--- config.mk ---
export PLATFORM = sky130hd
export DESIGN_NAME = xdma_rr_prio_arbiter
export DESIGN_NICKNAME = d
export VERILOG_FILES = /design/src/rtl/xdma_rr_prio_arbiter.sv
export SDC_FILE = /design/constraint.sdc
export NUM_CORES = 1
export LEC_CHECK = 0
export ABC_AREA = 1
export CAP_MARGIN = 15
export CORE_MARGIN = 5
export CORE_UTILIZATION = 36
export CTS_CLUSTER_SIZE = 25
export DETAILED_ROUTE_END_ITERATION = 7
export PLACE_DENSITY_LB_ADDON = 0.05
export SYNTH_ARGS = -nofsm -noshare
export SYNTH_HDL_FRONTEND = slang
export SYNTH_SLANG_ARGS = --single-unit
--- constraint.sdc ---
create_clock -name clk_i -period 2 [get_ports clk_i]
set_input_delay 0.3 -clock clk_i [delete_from_list [all_inputs] [get_ports clk_i]]
set_output_delay 0.3 -clock clk_i [all_outputs]
set_load 0.03 [all_outputs]
--- src/rtl/xdma_rr_prio_arbiter.sv ---
// Registered N-way arbiter with valid/ready handshake; fixed MSB-first or round-robin
// priority, grant held stable until the consumer accepts it.
module xdma_rr_prio_arbiter #(
  parameter int N     = 4,
  parameter int IDX_W = (N > 1) ? $clog2(N) : 1
) (
  input  logic             clk_i,
  input  logic             rst_i,
  input  logic [N-1:0]     req_i,
  input  logic             mode_i,
  output logic             valid_o,
  input  logic             ready_i,
  output logic [IDX_W-1:0] idx_o,
  output logic [N-1:0]     gnt_o
);

  localparam logic [0:0]       ST_IDLE  = 1'b0;
  localparam logic [0:0]       ST_GRANT = 1'b1;
  localparam logic [IDX_W-1:0] TOP_IDX  = IDX_W'(N - 1);

  logic [0:0]       state_q, state_d;
  logic [IDX_W-1:0] idx_q, idx_d;
  logic [IDX_W-1:0] ptr_q, ptr_d;
  logic [N-1:0]     gnt_q, gnt_d;
  logic [IDX_W-1:0] start_idx;
  logic [IDX_W-1:0] win_idx;
  logic             handshake;

  assign handshake = (state_q == ST_GRANT) && ready_i;

  always_comb begin
    ptr_d = ptr_q;
    if (handshake && mode_i) begin
      ptr_d = (idx_q == '0) ? TOP_IDX : idx_q - IDX_W'(1);
    end
  end

  // Back-to-back rearbitration must see the pointer as updated by this handshake.
  assign start_idx = mode_i ? ptr_d : TOP_IDX;

  always_comb begin : scan
    int  pos;
    logic found;
    win_idx = '0;
    found   = 1'b0;
    for (int k = 0; k < N; k++) begin
      pos = int'(start_idx) - k;
      if (pos < 0) pos = pos + N;
      if (!found && req_i[IDX_W'(pos)]) begin
        win_idx = IDX_W'(pos);
        found   = 1'b1;
      end
    end
  end

  always_comb begin
    state_d = state_q;
    idx_d   = idx_q;
    gnt_d   = gnt_q;
    case (state_q)
      ST_IDLE: begin
        if (|req_i) begin
          state_d = ST_GRANT;
          idx_d   = win_idx;
          gnt_d   = N'(1) << win_idx;
        end
      end
      ST_GRANT: begin
        if (ready_i) begin
          if (|req_i) begin
            idx_d = win_idx;
            gnt_d = N'(1) << win_idx;
          end else begin
            state_d = ST_IDLE;
            gnt_d   = '0;
          end
        end
      end
      default: begin
        state_d = ST_IDLE;
        gnt_d   = '0;
      end
    endcase
  end

  always_ff @(posedge clk_i) begin
    if (rst_i) begin
      state_q <= ST_IDLE;
      idx_q   <= '0;
      ptr_q   <= TOP_IDX;
      gnt_q   <= '0;
    end else begin
      state_q <= state_d;
      idx_q   <= idx_d;
      ptr_q   <= ptr_d;
      gnt_q   <= gnt_d;
    end
  end

  assign valid_o = (state_q == ST_GRANT);
  assign idx_o   = idx_q;
  assign gnt_o   = gnt_q;

  a_gnt_onehot0: assert property (@(posedge clk_i) $onehot0(gnt_o));
  a_grant_locked: assert property (@(posedge clk_i) disable iff (rst_i)
    (valid_o && !ready_i) |=> (valid_o && $stable(idx_o)));

endmodule

==> results.py <==
metrics = {
    "status": {
        "run_status": "finished, final reports clean",
    },
    "synthesis": {
        "ys_seq_area_frac": 0.218,
        "synth_top_area_cell": "dfxtp_1",
        "yosys.area.top_type_share": 0.218,
        "avgSynthCellArea_um2": 5.77,
        "ys_ff_latch": 9,
        "syn_area_um2": 826,
        "synth_area_leaders": "dfxtp_1 22%, nand2_1 20%, inv_1 10%",
        "synth_cells": 143,
        "synth_cell_types": 20,
        "synth_warnings": 0,
        "syn_nets": 152,
    },
    "clock_tree": {
        "clkTransAtPathRegs_ps": 60,
        "cts_tree": "yes",
        "cts_sinks": 9,
        "clk_path_buf_depth": 2,
        "root_buffer": "clkbuf_4",
        "clk_latency_ps": 260,
        "hold_buffers": 0,
        "h-tree-depth": 1,
        "cts_buffers": 3,
    },
    "layout": {
        "multi_input_area_um2": 599,
        "fillCellCount": 226,
        "utilization": 0.536,
        "fin_cells": 201,
        "area_growth_syn_to_layout_pct": 42.3,
        "fin_nets": 183,
        "final_common_cell": "nand2_1",
        "diodes": 0,
        "layout-drive-gt1-share": 0.277,
        "seq_area_um2": 181,
        "final_cell_mix": "40 x nand2_1, 20 x inv_1, 15 x nor2_1",
        "finalInstanceArea_um2": 1170,
    },
    "power": {
        "p_int_uw": 370,
        "swShare": 0.372,
        "ir_drop_uv": 418,
        "leakagePower_nw": 0.609,
        "p_per_area_nw_per_um2": 502,
        "seqPwrFrac": 0.341,
        "power_frac_comb": 0.416,
        "p_sw_uw": 219,
        "p_clk_frac": 0.244,
    },
    "sta": {
        "setup_violations": 0,
        "final_hold_viol_count": 0,
        "rsz0062_at_grt": "yes",
        "period_share": 0.955,
        "worst_pin_slew_ps": 313,
        "slew_viol_final": 0,
        "slew_headroom": 0.791,
        "fin_skew_ps": 3.23,
        "max_freq_mhz": 523,
        "fin_crit_ps": 1910,
    },
    "global_route": {
        "antenna_found_initial": 0,
        "grt_max_degree": 14,
        "gr-total-overflow": 0,
        "grt_pass1_wl_um": 3570,
        "grt_pass1_vias": 837,
        "grtUsageTotal": 0.132,
    },
    "floorplanning": {
        "ios": 15,
        "chipWidth_um": 57.9,
        "start_util": 0.377,
        "dieArea_um2": 3350,
        "design.core.area_um2": 2190,
        "row_count": 17,
        "die_h_um": 57.9,
    },
    "drt": {
        "dr_total_vias": 990,
        "drc": 0,
        "ant_nets": 0,
        "wl_per_cell_um": 11.4,
        "dr.pass1.iters": 4,
        "vias_per_cell": 4.93,
        "routed_wl_um": 2290,
        "drt_iter0_drc": 29,
    },
    "critical_path": {
        "setup.worst_path.class": "flip-flop to flip-flop",
        "crit_path_end_kind": "flip-flop",
        "critPathLaunchType": "flip-flop",
        "arrival_ps": 2110,
        "crit_fanout": 5,
        "critPathRequiredTime_ps": 2200,
    },
    "placement": {
        "placed_cell_area_um2": 1080,
        "gp_congestion": 0.885,
        "hpwl_um": 1690,
        "dp_cells": 195,
        "numPortBuffers": 14,
    },
    "min_path": {
        "hold_class": "flip-flop to flip-flop",
    },
    "job": {
        "cap_violations": 0,
    },
}
-- sequential cells by signal (all words and copies together) (netlist names) --
name,flops
gnt_o,4
idx_o,2
ptr_q,2
valid_o,1
-- power by group through the flow --
stage | clock network [mW] | registers (mW) | logic (mW)
final | 0.144 | 0.201 | 0.245
after global routing | 0.158 | 0.203 | 0.270
after CTS | 0.146 | 0.200 | 0.224
after detailed placement | 0 | 0.204 | 0.223
after global placement | 0 | 0.204 | 0.223
after floorplan | 0 | 0.229 | 0.114
-- worst max-delay path, stage by stage, from the launching register on --
cell      delay (ps)
dfxtp_1          330
inv_1             60
ha_4             270
inv_2             30
nand4_1          110
nand3_2          170
inv_2            120
nand3_2          100
a21boi_2         190
nand4_1          190
nor2_2           160
nor2_1            50
nor2_1            80
-- area by class of cell --
class,instances,area share
Timing Repair Buffer,27,0.203
Clock buffer,4,0.0224
Multi-Input combinational cell,108,0.510
Tap cell,28,0.0298
Inverter,25,0.0799
Sequential cell,9,0.154
-- cells by family (layout without fill, tap and decap cells) --
kind of cell | after synthesis | after routing | share of synthesized area
AND/OR/NAND/NOR | 100 | 101 | 0.588
buffers and inverters | 27 | 56 | 0.129
flip-flops | 9 | 9 | 0.218
AO/OA/AOI/OAI | 6 | 6 | 0.0500
adder cells (fa/ha/maj) | 1 | 1 | 0.0151
-- through the flow --
step / power (mW) / worst slack, ps / hold WS (ps) / TNS (ps)
floorplan: 0.342 / 3.81 / 369 / 0
global placement: 0.427 / -335 / 456 / -1700
detailed placement: 0.426 / -307 / 463 / -1540
CTS: 0.570 / 1.11 / 476 / 0
global route: 0.631 / -112 / 494 / -313
finish: 0.590 / 89.8 / 475 / 0
-- Yosys cell counts (all sizes together) --
| library cell | number |
|---|---|
| a21boi | 1 |
| a21oi | 3 |
| buf | 2 |
| clkinv | 1 |
| dfxtp | 9 |
| ha | 1 |
| inv | 24 |
| nand2 | 56 |
| nand3 | 16 |
| nand4 | 10 |
| nor2 | 17 |
| nor4 | 1 |
| o211ai | 2 |
-- metal layers --
layer	track usage	wire, µm	up-vias
met5	0	0	-
met4	0.0497	39	0
met3	0.0200	104	6
met2	0.223	1080	36
met1	0.167	1070	432
li1	-	-	516
-- final timing paths --
check / startpoint / end / slack, ps / depth (start not counted)
hold reg to reg: gnt_o[3]$_SDFFE_PP0P_ / gnt_o[3]$_SDFFE_PP0P_ / 480 / 2
setup / recovery: idx_o[0]$_SDFFE_PP0P_ / gnt_o[0]$_SDFFE_PP0P_ / 90 / 12
setup reg to reg: idx_o[0]$_SDFFE_PP0P_ / gnt_o[0]$_SDFFE_PP0P_ / 90 / 12
hold / removal: gnt_o[3]$_SDFFE_PP0P_ / gnt_o[3]$_SDFFE_PP0P_ / 480 / 2
-- repair_timing --
item / CTS / global route
gates resized for setup: 1 / 16
cloned: 0 / 1
buffers inserted: 0 / 1
hold endpoints to repair: 0 / 0
pin swaps: 0 / 17
endpoints found under the setup margin: 2 / 6
(Power assumes the default switching activity.)
